**config.mk**
```make
export PLATFORM = sky130hd
export DESIGN_NAME = cart_mem_bridge_flat
export DESIGN_NICKNAME = d
export VERILOG_FILES = /design/src/rtl/cart_mem_bridge_if.sv /design/src/rtl/cart_mem_bridge.sv /design/src/flat_wrapper.sv
export SDC_FILE = /design/constraint.sdc
export NUM_CORES = 1
export LEC_CHECK = 0
export ABC_AREA = 1
export BUFFER_PORTS_ARGS = -buffer_cell sky130_fd_sc_hd__buf_4
export CORE_UTILIZATION = 47
export CTS_CLUSTER_SIZE = 16
export DETAILED_ROUTE_END_ITERATION = 10
export GPL_TIMING_DRIVEN = 0
export PLACE_DENSITY = 0.89
export SYNTH_ARGS = -nofsm -noshare
export SYNTH_HDL_FRONTEND = slang
export SYNTH_SLANG_ARGS = --single-unit
```
**constraint.sdc**
```tcl
create_clock -name clk -period 1.7 [get_ports clk]
set_clock_uncertainty 0.2 [all_clocks]
set_input_delay 0.255 -clock clk [delete_from_list [all_inputs] [get_ports clk]]
set_output_delay 0.255 -clock clk [all_outputs]
set_load 0.02 [all_outputs]
```
**src/rtl/cart_mem_bridge_if.sv**
```systemverilog
// CPU-side and cartridge-memory-side signals of cart_mem_bridge.
// The slave modport is the bridge; the master modport is the CPU/memory environment.
interface cart_mem_bridge_if #(
    parameter int unsigned ADDR_W  = 16,
    parameter int unsigned DATA_W  = 8,
    parameter int unsigned MEM_A_W = 17
);
    logic               cpu_req;
    logic               cpu_rw;
    logic [ADDR_W-1:0]  cpu_addr;
    logic [DATA_W-1:0]  cpu_wdata;
    logic [DATA_W-1:0]  cpu_rdata;
    logic               cpu_ack;
    logic               cpu_miss;
    logic               mem_r_en;
    logic               mem_w_en;
    logic [MEM_A_W-1:0] mem_addr;
    logic [DATA_W-1:0]  mem_wdata;
    logic [DATA_W-1:0]  mem_rdata;

    modport slave (
        input  cpu_req, cpu_rw, cpu_addr, cpu_wdata, mem_rdata,
        output cpu_rdata, cpu_ack, cpu_miss, mem_r_en, mem_w_en, mem_addr, mem_wdata
    );

    modport master (
        output cpu_req, cpu_rw, cpu_addr, cpu_wdata, mem_rdata,
        input  cpu_rdata, cpu_ack, cpu_miss, mem_r_en, mem_w_en, mem_addr, mem_wdata
    );
endinterface

```
**src/rtl/cart_mem_bridge.sv**
```systemverilog
// Clocked cartridge-window bridge: req/ack handshake with wait states, registered memory strobes.
// Define CART_MAPPER_EN to add the switchable-bank mapper (writes into the window load the bank).
module cart_mem_bridge #(
    parameter int unsigned ADDR_W      = 16,
    parameter int unsigned DATA_W      = 8,
    parameter int unsigned BANK_W      = 3,
    parameter int unsigned WAIT_CYCLES = 2,
    parameter int unsigned MEM_A_W     = ADDR_W + BANK_W - 2
) (
    input logic              clk,
    input logic              reset,
    cart_mem_bridge_if.slave bus
);
    typedef enum logic [1:0] {StIdle, StAccess, StDone} state_e;

    state_e             state_q, state_d;
    logic [3:0]         cnt_q, cnt_d;
    logic               r_en_q, r_en_d;
    logic               w_en_q, w_en_d;
    logic               ack_q, ack_d;
    logic               miss_q, miss_d;
    logic [DATA_W-1:0]  rdata_q, rdata_d;
    logic [MEM_A_W-1:0] addr_q, addr_d;
    logic [DATA_W-1:0]  wdata_q, wdata_d;
    logic [MEM_A_W-1:0] map_addr;
    logic               in_win;

    assign in_win = bus.cpu_addr[ADDR_W-1];

`ifdef CART_MAPPER_EN
    logic [BANK_W-1:0] bank_q, bank_d;

    // Upper half of the window is hard-wired to the last bank.
    always_comb begin
        if (bus.cpu_addr[ADDR_W-2]) begin
            map_addr = MEM_A_W'({{BANK_W{1'b1}}, bus.cpu_addr[ADDR_W-3:0]});
        end else begin
            map_addr = MEM_A_W'({bank_q, bus.cpu_addr[ADDR_W-3:0]});
        end
    end

    always_ff @(posedge clk) begin
        if (reset) bank_q <= '0;
        else       bank_q <= bank_d;
    end
`else
    // Inside the window, addr - 2^(ADDR_W-1) is just the low bits.
    assign map_addr = MEM_A_W'(bus.cpu_addr[ADDR_W-2:0]);
`endif

    always_comb begin
        state_d = state_q;
        cnt_d   = cnt_q;
        r_en_d  = r_en_q;
        w_en_d  = w_en_q;
        ack_d   = 1'b0;
        miss_d  = 1'b0;
        rdata_d = rdata_q;
        addr_d  = addr_q;
        wdata_d = wdata_q;
`ifdef CART_MAPPER_EN
        bank_d  = bank_q;
`endif
        unique case (state_q)
            StIdle: begin
                if (bus.cpu_req) begin
                    if (!in_win) begin
                        state_d = StDone;
                        ack_d   = 1'b1;
                        miss_d  = 1'b1;
                        rdata_d = '0;
`ifdef CART_MAPPER_EN
                    end else if (!bus.cpu_rw) begin
                        bank_d  = bus.cpu_wdata[BANK_W-1:0];
                        state_d = StDone;
                        ack_d   = 1'b1;
`endif
                    end else begin
                        state_d = StAccess;
                        cnt_d   = 4'(WAIT_CYCLES);
                        addr_d  = map_addr;
                        wdata_d = bus.cpu_wdata;
                        r_en_d  = bus.cpu_rw;
                        w_en_d  = !bus.cpu_rw;
                    end
                end
            end
            StAccess: begin
                if (cnt_q == 4'd0) begin
                    if (r_en_q) rdata_d = bus.mem_rdata;
                    r_en_d  = 1'b0;
                    w_en_d  = 1'b0;
                    ack_d   = 1'b1;
                    state_d = StDone;
                end else begin
                    cnt_d = cnt_q - 4'd1;
                end
            end
            StDone: begin
                state_d = StIdle;
            end
            default: begin
                state_d = StIdle;
                r_en_d  = 1'b0;
                w_en_d  = 1'b0;
            end
        endcase
    end

    always_ff @(posedge clk) begin
        if (reset) begin
            state_q <= StIdle;
            cnt_q   <= '0;
            r_en_q  <= 1'b0;
            w_en_q  <= 1'b0;
            ack_q   <= 1'b0;
            miss_q  <= 1'b0;
            rdata_q <= '0;
            addr_q  <= '0;
            wdata_q <= '0;
        end else begin
            state_q <= state_d;
            cnt_q   <= cnt_d;
            r_en_q  <= r_en_d;
            w_en_q  <= w_en_d;
            ack_q   <= ack_d;
            miss_q  <= miss_d;
            rdata_q <= rdata_d;
            addr_q  <= addr_d;
            wdata_q <= wdata_d;
        end
    end

    assign bus.cpu_rdata = rdata_q;
    assign bus.cpu_ack   = ack_q;
    assign bus.cpu_miss  = miss_q;
    assign bus.mem_r_en  = r_en_q;
    assign bus.mem_w_en  = w_en_q;
    assign bus.mem_addr  = addr_q;
    assign bus.mem_wdata = wdata_q;
endmodule

```
**src/flat_wrapper.sv**
```systemverilog
// flat-port wrapper written by rule: the top's interface ports become plain ports
module cart_mem_bridge_flat 
#(
    parameter int unsigned ADDR_W      = 16,
    parameter int unsigned DATA_W      = 8,
    parameter int unsigned BANK_W      = 3,
    parameter int unsigned WAIT_CYCLES = 2,
    parameter int unsigned MEM_A_W     = ADDR_W + BANK_W - 2
)
  (clk, reset, bus_cpu_req, bus_cpu_rw, bus_cpu_addr, bus_cpu_wdata, bus_mem_rdata, bus_cpu_rdata, bus_cpu_ack, bus_cpu_miss, bus_mem_r_en, bus_mem_w_en, bus_mem_addr, bus_mem_wdata);
  cart_mem_bridge_if #(.ADDR_W(ADDR_W), .DATA_W(DATA_W), .MEM_A_W(MEM_A_W)) bus_i ();
  input logic clk;
  input logic reset;
  input wire logic [$bits(bus_i.cpu_req)-1:0] bus_cpu_req;
  input wire logic [$bits(bus_i.cpu_rw)-1:0] bus_cpu_rw;
  input wire logic [$bits(bus_i.cpu_addr)-1:0] bus_cpu_addr;
  input wire logic [$bits(bus_i.cpu_wdata)-1:0] bus_cpu_wdata;
  input wire logic [$bits(bus_i.mem_rdata)-1:0] bus_mem_rdata;
  output wire logic [$bits(bus_i.cpu_rdata)-1:0] bus_cpu_rdata;
  output wire logic [$bits(bus_i.cpu_ack)-1:0] bus_cpu_ack;
  output wire logic [$bits(bus_i.cpu_miss)-1:0] bus_cpu_miss;
  output wire logic [$bits(bus_i.mem_r_en)-1:0] bus_mem_r_en;
  output wire logic [$bits(bus_i.mem_w_en)-1:0] bus_mem_w_en;
  output wire logic [$bits(bus_i.mem_addr)-1:0] bus_mem_addr;
  output wire logic [$bits(bus_i.mem_wdata)-1:0] bus_mem_wdata;
  assign bus_i.cpu_req = bus_cpu_req;
  assign bus_i.cpu_rw = bus_cpu_rw;
  assign bus_i.cpu_addr = bus_cpu_addr;
  assign bus_i.cpu_wdata = bus_cpu_wdata;
  assign bus_i.mem_rdata = bus_mem_rdata;
  assign bus_cpu_rdata = bus_i.cpu_rdata;
  assign bus_cpu_ack = bus_i.cpu_ack;
  assign bus_cpu_miss = bus_i.cpu_miss;
  assign bus_mem_r_en = bus_i.mem_r_en;
  assign bus_mem_w_en = bus_i.mem_w_en;
  assign bus_mem_addr = bus_i.mem_addr;
  assign bus_mem_wdata = bus_i.mem_wdata;
  cart_mem_bridge #(.ADDR_W(ADDR_W), .DATA_W(DATA_W), .BANK_W(BANK_W), .WAIT_CYCLES(WAIT_CYCLES), .MEM_A_W(MEM_A_W)) u_core (.clk(clk), .reset(reset), .bus(bus_i));
endmodule
```
==> results of run 1 <==
==> metal layers <==
layer | part of all wire, % | up-vias | track usage (%)
li1 | - | 898 | -
met1 | 43 | 773 | 23.5
met2 | 48 | 66 | 36.2
met3 | 7.4 | 9 | 6.70
met4 | 1.6 | 0 | 8.81
met5 | 0 | - | 0
==> power by group <==
part	total (W)	internal (W)	switching, W
clock	0.000603	0.000284	0.000318
combinational	0.000631	0.000272	0.000359
sequential	0.00110	0.00105	0.0000516
==> stage by stage <==
stage,setup slack (ps),util [%],hold slack (ps),instances
floorplan,245,-,124,244
global placement,177,65.0,220,362
finish,140,67.7,15.0,371
global route,39.2,67.7,15.2,371
CTS,35.7,67.5,7.47,371
detailed placement,155,65.0,226,362
==> worst register-to-register path, stage by stage, from the launching register on <==
cell and delay [ps]:
dfxtp_1 320, inv_1 120, ha_1 210, nand3_1 130, nand2_4 120, buf_6 150, nand2_1 80, a211oi_1 160
==> flip-flops by register name, indices dropped and copies added, names as in the netlist <==
name,flops
u_core.bus.mem_w_en,1
u_core.bus.mem_r_en,1
u_core.bus.cpu_rdata,8
u_core.cnt_q,4
u_core.bus.mem_addr,15
u_core.bus.mem_wdata,8
u_core.state_q,2
u_core.bus.cpu_ack,1
u_core.bus.cpu_miss,1
==> cell usage after synthesis, types with 2 or more instances <==
cell type,count,share of area [%]
inv_2,2,0.42
nand3_4,2,2.0
inv_1,29,6.1
nor2_4,2,1.3
dfxtp_1,41,46
nand2_2,2,0.70
clkbuf_2,2,0.56
a21oi_1,2,0.56
buf_4,3,1.3
nand4_1,5,1.7
a211oi_1,2,0.84
nand2_1,37,7.8
nand2_4,4,2.5
nor2_1,64,13
nor2_2,5,1.7
o21ai_0,25,7.0
nand3_1,5,1.4
buf_6,3,1.9
==> logic make-up after synthesis <==
family / count (synthesis) / share of synthesized area (%)
DFF: 41 / 45.9
AOI/OAI and AO/OA: 30 / 8.88
other: 1 / 0.210
adders and majority gates: 1 / 0.699
buffers and inverters: 42 / 10.8
and+or+nand+nor: 128 / 33.5
==> timing repair <==
item	in CTS	in global routing
endpoints found under the setup margin	0	19
gates resized for setup	0	4
hold buffers	1	0
endpoints found under the hold margin	4	0
==> final cells by class <==
| cell class | instances | area, sq um |
|---|---|---|
| clock inverter | 2 | 10.0 |
| tap | 48 | 60.1 |
| buffer | 10 | 76.3 |
| multi-input combinational | 161 | 778 |
| fill | 323 | 1180 |
| clock buffer | 6 | 72.6 |
| sequential | 41 | 821 |
| timing repair buffer | 71 | 536 |
| inverter | 32 | 124 |
==> how the worst max path moves through the flow <==
stage	from	endpoint	slack [ps]	depth (start not counted)
4_1_cts	reset	u_core.bus.mem_addr[2]	40	6
3_3_place_gp	u_core.cnt_q[0]	u_core.bus.cpu_ack	180	7
2_1_floorplan	u_core.cnt_q[0]	u_core.cnt_q[1]	240	7
3_5_place_dp	u_core.cnt_q[0]	u_core.cnt_q[1]	150	7
5_1_grt	u_core.state_q[1]	u_core.bus.mem_addr[5]	40	5
6_report	u_core.cnt_q[0]	u_core.state_q[1]	140	7
==> layout by cell type, fill, tap and decap left out, types with 3 or more instances in the layout <==
master,synthesis,routed
clkbuf_8,0,5
nor2_1,64,64
buf_4,3,73
nand2_1,37,37
nand3_1,5,5
nand4_1,5,5
inv_1,29,29
dfxtp_1,41,41
clkbuf_2,2,4
nor2_2,5,5
o21ai_0,25,25
buf_6,3,3
nand2_4,4,4
==> qor.yml, run 1 <==
power:
  ir_drop_v: 0.000419
  power_density_nw_per_um2: 942
  power.leakage_nw: 1.23
  finalPower_w: 0.00233
clocking:
  cts_sinks: 41
  cts_setup_buffers: 0
  tritoncts: "built"
  cts_htree_levels: 2
  clk_latency_ps: 290
  cts_made_buffers: 5
  clk_pin_slew_worst_paths_ps: 70
  clock_path_buffers: 2
  root_buffer: "clkbuf_8"
floorplan:
  rows: 22
  ioPinCount: 73
  core_area_sq_um: 3660
  design.die.area_sq_um: 4060
  die_w_microns: 63.7
  die_h_microns: 63.7
  initial_core_util_pct: 48.9
synth:
  syn-cell-area_sq_um: 1790
  synth_edf_count: 0
  ys_async_sr_fraction_pct: 0
  ys_ff_latch: 41
  synth-main-ff-cell: "dfxtp_1"
  yosysWarningCount: 0
  ys_seq_area_share_pct: 45.9
  synthCells: 243
  ys_types: 26
  synth.avg_cell_area_sq_um: 7.36
place:
  placed_area_sq_um: 2380
  place.gp.congestion: 0.743
  hpwl_mm: 3.00
  io_buffers: 70
critical_path:
  slowest_delay_ps: 320
  r2r_cells: 7
  cp.buffers_inverters: 2
  cp_data_required_time_ps: 1710
  timing.rr.start: "u_core.cnt_q[0]"
  slowest_stage: "dfxtp_1"
  ff2ff_setup_slack_ps: 140
  path_max_fanout: 10
  r2r_end: "u_core.state_q[1]"
  start_kind: "flop"
  cp.arrival_ps: 1570
  cp-end-kind: "flop"
  path_cells: "inv_1, ha_1, nand3_1, nand2_4, buf_6, nand2_1, a211oi_1"
  crit_family: "simple AND/OR/NAND/NOR gates"
  critPathKind: "flop to flop"
timing:
  hold_viol: 0
  max_freq_ghz: 0.641
  period_needed_ps: 1560
  setup_viol: 0
  period_share_pct: 91.8
  rsz0062_at_grt: "false"
  tns_ps: 0
  maxSlewViolCount: 0
run_status:
  status: "finished, final reports clean"
grt:
  antenna_found_initial: 0
  grt.total_usage_pct: 21.0
  grt_pass1_vias: 1581
  overflow: 0
  grt_max_degree: 13
  grt_pass1_wl_mm: 6.67
worst_hold_path:
  holdCritStartpoint: "bus_cpu_wdata[3]"
  holdPathStages: 3
  min_to: "u_core.bus.mem_wdata[3]"
  hold_class: "primary input to flop"
final_layout:
  final_area_sq_um: 2480
  nNetsFinal: 359
  drive_gt1_share_pct: 33.1
  syn_to_final_growth_pct: 38.5
  diodes: 0
routing:
  wire_per_inst_microns: 10.8
  antenna_left: 0
  vias: 1746
  wl_mm: 3.99
  dr.pass1.iters: 4
  vias_per_cell: 4.71
  route.detailed.drc: 0
  drtIter0Drc: 65
run:
  max_cap_violations: 0
Note: power is estimated with default switching activity, not from simulation.
==> inputs of run 2 (changes only) <==
- CORE_ASPECT_RATIO: unset -> 1.75
- clock period: 1.7 -> 1.78 ns (I/O delays scaled with it)
==> run 2 against run 1 <==
Against the previous run: final area grew 1.1%; non-clock buffer count unchanged; fmax fell by 5.5%; flip-flop and latch count is the same; total power rose by 3.3%; highest routed layer unchanged.
==> qor.yml, run 2 (synthesized netlist as in run 1, its figures left out) <==
run_status:
  status: "finished, final reports clean"  # unchanged
final_layout:
  syn_to_final_growth_pct: 40.0  # was 38.5%
  mostFrequentLayoutCell: "buf_4"  # unchanged
  mostFrequentLayoutCells: "buf_4 (73), nor2_1 (64), dfxtp_1 (41)"  # unchanged
  drive_gt1_share_pct: 32.8  # was 33.1%
  largest_reg_flops: 15  # unchanged
  diodes: 0  # unchanged
  nNetsFinal: 359  # unchanged
  fill_cells: 304  # was 323
grt:
  grt.busiest_layer: "met2"  # unchanged
  grt.total_usage_pct: 20.8  # was 21.0%
  use_met2_pct: 40.4  # was 36.2%
  grt_pass1_wl_mm: 6.73  # was 6.67 mm
  grt_use_met3_pct: 4.01  # was 6.70%
  overflow: 0  # unchanged
  met1_usage_pct: 20.3  # was 23.5%
  grt_pass1_vias: 1642  # was 1,581
  antenna_found_initial: 0  # unchanged
  grt_max_degree: 13  # unchanged
floorplan:
  core_area_sq_um: 3630  # was 3660 sq um
  ioPinCount: 73  # unchanged
  initial_core_util_pct: 49.3  # was 48.9%
  rows: 29  # was 22
  design.die.area_sq_um: 4070  # was 4060 sq um
  die_h_microns: 83.6  # was 63.7 microns
  die_w_microns: 48.6  # was 63.7 microns
routing:
  route.detailed.drc: 0  # unchanged
  drtIter0Drc: 31  # was 65
  wl_mm: 4.02  # was 3.99 mm
  wire_per_inst_microns: 10.9  # was 10.8 microns
  vias: 1743  # was 1,746
  dr.pass1.iters: 4  # unchanged
  antenna_left: 0  # unchanged
  vias_per_cell: 4.72  # was 4.71
critical_path:
  slowest_stage: "dfxtp_1"  # unchanged
  cp-startpoint: "u_core.cnt_q[0]"  # unchanged
  cp_data_required_time_ps: 1780  # was 1710 ps
  cp-end-kind: "flop"  # unchanged
  path_max_fanout: 10  # unchanged
  path_cells: "inv_1, ha_1, nand3_1, nand2_4, buf_6, nand2_1, a211oi_1"  # unchanged
  timing.rr.start: "u_core.cnt_q[0]"  # unchanged
  crit_path_end: "u_core.bus.cpu_ack"  # was u_core.state_q[1]
  r2r_cells: 7  # unchanged
  slowest_delay_ps: 320  # about the same
  ff2ff_setup_slack_ps: 130  # was 140 ps
  r2r_end: "u_core.bus.cpu_ack"  # was u_core.state_q[1]
  start_kind: "flop"  # unchanged
  critPathKind: "flop to flop"  # unchanged
  cp.arrival_ps: 1650  # was 1570 ps
worst_hold_path:
  hold_class: "primary input to flop"  # unchanged
  holdPathStages: 3  # unchanged
power:
  ir_drop_v: 0.000686  # was 0.000419 V
  power.leakage_nw: 1.25  # was 1.23 nW
  power_density_nw_per_um2: 963  # was 942 nW/um^2
clocking:
  tritoncts: "built"  # unchanged
  cts_htree_levels: 2  # unchanged
  root_buffer: "clkbuf_8"  # unchanged
  clk_latency_ps: 290  # about the same
  clock_path_buffers: 2  # unchanged
  cts_setup_buffers: 0  # unchanged
  clk_pin_slew_worst_paths_ps: 80  # was 70 ps
  cts_sinks: 41  # unchanged
  cts_made_buffers: 5  # unchanged
timing:
  maxSlewViolCount: 0  # unchanged
  period_share_pct: 92.7  # was 91.8%
  max_freq_ghz: 0.606  # was 0.641 GHz
  rsz0062_at_grt: "false"  # unchanged
  period_needed_ps: 1650  # was 1560 ps
  tns_ps: 0  # unchanged
  fin_ws_ps: 130  # was 140 ps
  hold_viol: 0  # unchanged
  setup_viol: 0  # unchanged
place:
  post-place-ws_ps: 141  # was 155 ps
  io_buffers: 70  # unchanged
  place.gp.congestion: 0.836  # was 0.743
  hpwl_mm: 3.08  # was 3.00 mm
run:
  max_cap_violations: 0  # unchanged
## run 2: final cells by class
cell class / instances / area, sq um / share of cell area, %
plain buffers: 10 / 76.3 / 3.05
clock inverters: 1 / 30.0 / 1.20
clock buffers: 7 / 86.3 / 3.45
well taps: 46 / 57.6 / 2.30
inverters: 32 / 120 / 4.80
flip-flops and latches: 41 / 821 / 32.8
repair buffers: 71 / 536 / 21.4
multi-input cells: 161 / 778 / 31.1
## run 2: where the power goes
| group | internal [W] | switching (W) |
|---|---|---|
| logic | 0.000259 | 0.000340 |
| clock network | 0.000457 | 0.000305 |
| registers | 0.00100 | 0.0000495 |
| total | 0.00172 | 0.000695 |
## run 2: worst min path at each step
stage                     slack (ps)             start                       to
after floorplan                  140             reset        u_core.state_q[0]
after global placement           220   u_core.cnt_q[0]          u_core.cnt_q[0]
after detailed placement         220   u_core.cnt_q[0]          u_core.cnt_q[0]
after CTS                         20   bus_cpu_addr[1]   u_core.bus.mem_addr[1]
after global routing              30  bus_cpu_wdata[6]  u_core.bus.mem_wdata[6]
final                             20  bus_cpu_wdata[5]  u_core.bus.mem_wdata[5]
## run 2: per-layer routing
| layer | vias up | share of wire (%) |
|---|---|---|
| li1 | 897 | - |
| met1 | 774 | 38 |
| met2 | 63 | 55 |
| met3 | 9 | 4.9 |
| met4 | 0 | 2.0 |
| met5 | - | 0 |
## run 2: metrics by stage
stage                     utilization [%]  hold WS, ps  power (W)  cells  area, sq um
after floorplan                         -          136    0.00144    244         1790
after global placement               65.5          222    0.00165    360         2380
after detailed placement             65.5          224    0.00167    360         2380
after CTS                            69.0         19.0    0.00243    369         2500
after global routing                 69.0         31.4    0.00254    369         2500
final                                69.0         24.8    0.00241    369         2500
## run 2: repair_timing
item                                   4_1_cts  5_1_grt
hold buffers                                 1        0
endpoints found under the hold margin        4        0
gates resized for setup                      0        3
setup endpoints to repair                    0        5
## run 2: critical path: cells and delay by family, from the launching register on
family,cells,cell delay [ps]
flip-flops,1,320
adder cells (fa/ha/maj),1,220
AND/OR/NAND/NOR,3,340
buffers and inverters,2,280
AO/OA/AOI/OAI,1,210
==> inputs of run 3 (changes only) <==
- CORE_ASPECT_RATIO: 1.75 -> 0.75
==> run 3 against run 2 <==
Against the previous run: global-route usage grew 0.36 points; via count shrank 2.7%; worst setup slack got worse by 4.8 ps; final area increased by 0.30%; register-to-register slack about the same; core utilization shrank 0.41 points; cell count grew 1.6%; fmax shrank 0.29%; largest cell class unchanged.
==> qor.yml, run 3 (synthesized netlist as in run 1, its figures left out) <==
grt:
  grt_pass1_wl_mm: 6.67  # was 6.73 mm
  grt.total_usage_pct: 21.2  # was 20.8%
  grt_pass1_vias: 1593  # was 1,642
  grt_max_degree: 13  # unchanged
  overflow: 0  # unchanged
  antenna_found_initial: 0  # unchanged
run:
  max_cap_violations: 0  # unchanged
timing:
  maxSlewViolCount: 0  # unchanged
  hold_viol: 0  # unchanged
  period_needed_ps: 1650  # about the same
  setup_viol: 0  # unchanged
  max_freq_ghz: 0.604  # was 0.606 GHz
  rsz0062_at_grt: "false"  # unchanged
  period_share_pct: 93.0  # was 92.7%
  tns_ps: 0  # unchanged
critical_path:
  timing.rr.start: "u_core.cnt_q[0]"  # unchanged
  start_kind: "flop"  # unchanged
  cp-startpoint: "u_core.cnt_q[0]"  # unchanged
  ff2ff_setup_slack_ps: 130  # about the same
  cp_data_required_time_ps: 1760  # was 1780 ps
  cp.arrival_ps: 1640  # was 1650 ps
  crit_path_end: "u_core.cnt_q[1]"  # was u_core.bus.cpu_ack
  cp-end-kind: "flop"  # unchanged
  r2r_cells: 7  # unchanged
  r2r_end: "u_core.cnt_q[1]"  # was u_core.bus.cpu_ack
  critPathKind: "flop to flop"  # unchanged
  path_max_fanout: 10  # unchanged
final_layout:
  mostFrequentLayoutCells: "buf_4 (73), nor2_1 (64), dfxtp_1 (41)"  # unchanged
  fill_cells: 325  # was 304
  diodes: 0  # unchanged
  finish.utilization_pct: 68.6  # was 69.0%
  drive_gt1_share_pct: 32.8  # unchanged
  largest_reg_flops: 15  # unchanged
  nNetsFinal: 359  # unchanged
  ff_latch_area_sq_um: 821  # unchanged
  syn_to_final_growth_pct: 40.4  # was 40.0%
  mostFrequentLayoutCell: "buf_4"  # unchanged
  multiInputGateArea_sq_um: 778  # unchanged
floorplan:
  die_h_microns: 55.4  # was 83.6 microns
  design.die.area_sq_um: 4060  # was 4070 sq um
  die_w_microns: 73.2  # was 48.6 microns
  ioPinCount: 73  # unchanged
  initial_core_util_pct: 48.9  # was 49.3%
  rows: 19  # was 29
  core_area_sq_um: 3660  # was 3630 sq um
clocking:
  clock_path_buffers: 2  # unchanged
  cts_setup_buffers: 0  # unchanged
  clk_pin_slew_worst_paths_ps: 70  # was 80 ps
  cts_sinks: 41  # unchanged
  cts_made_buffers: 5  # unchanged
  tritoncts: "built"  # unchanged
  root_buffer: "clkbuf_8"  # unchanged
  clk_latency_ps: 290  # about the same
  cts_htree_levels: 2  # unchanged
routing:
  wire_per_inst_microns: 10.5  # was 10.9 microns
  dr.pass1.iters: 4  # unchanged
  route.detailed.drc: 0  # unchanged
  vias: 1696  # was 1,743
  antenna_left: 0  # unchanged
  vias_per_cell: 4.52  # was 4.72
  drtIter0Drc: 26  # was 31
  wl_mm: 3.93  # was 4.02 mm
place:
  place.gp.congestion: 0.793  # was 0.836
  hpwl_mm: 2.89  # was 3.08 mm
  io_buffers: 70  # unchanged
power:
  ir_drop_v: 0.000630  # was 0.000686 V
  power_density_nw_per_um2: 963  # about the same
  power.leakage_nw: 1.25  # unchanged
worst_hold_path:
  hold_class: "primary input to flop"  # unchanged
  holdPathStages: 3  # unchanged
run_status:
  status: "finished, final reports clean"  # unchanged
## run 3: cell counts in the layout (fill, tap and decap cells not counted)
No cell type changed its count.
## run 3: how the worst min path moves through the flow
| stage | start | to | slack [ps] |
|---|---|---|---|
| after floorplan | reset | u_core.state_q[0] | 140 |
| after global placement | u_core.cnt_q[0] | u_core.cnt_q[0] | 220 |
| after detailed placement | u_core.cnt_q[0] | u_core.cnt_q[0] | 240 |
| after CTS | bus_cpu_addr[12] | u_core.bus.mem_addr[12] | 20 |
| after global routing | bus_cpu_wdata[1] | u_core.bus.mem_wdata[1] | 20 |
| final | bus_cpu_wdata[3] | u_core.bus.mem_wdata[3] | 30 |
## run 3: cell type report
class,count,share of cell area (%)
clock inverters,1,1.20
multi-input cells,161,31.0
repair buffers,71,21.3
clock buffers,7,3.44
inverters,32,4.78
plain buffers,10,3.04
well taps,52,2.59
flip-flops and latches,41,32.7
## run 3: metal layers
| metal | global-route usage (%) | wire length [microns] | vias to the layer above |
|---|---|---|---|
| li1 | - | - | 902 |
| met1 | 25.7 | 1760 | 740 |
| met2 | 33.6 | 1880 | 49 |
| met3 | 8.94 | 240 | 5 |
| met4 | 6.72 | 43 | 0 |
| met5 | 0 | 0 | - |
## run 3: critical path: stages (launching register included)
cell and delay, ps:
dfxtp_1 360, inv_1 90, ha_1 250, nand3_1 150, nand2_4 100, buf_6 160, o21ai_0 180, nor2_1 60
## run 3: metrics by stage
step	std cells	setup slack (ps)	cell area, sq um	hold WS (ps)	power, W
floorplan	244	325	1790	136	0.00144
global placement	366	220	2380	224	0.00165
detailed placement	366	165	2380	242	0.00167
CTS	375	101	2510	20.4	0.00243
global route	375	20.3	2510	23.1	0.00256
finish	375	125	2510	25.3	0.00242
## run 3: timing repair
| item | 4_1_cts | 5_1_grt |
|---|---|---|
| endpoints found under the hold margin | 4 | 0 |
| setup endpoints to repair | 0 | 12 |
| hold buffers | 1 | 0 |
| gates resized for setup | 0 | 3 |
## run 3: power breakdown
part | internal (W) | switching [W]
logic | 0.000259 | 0.000345
registers | 0.00100 | 0.0000484
clock network | 0.000457 | 0.000307
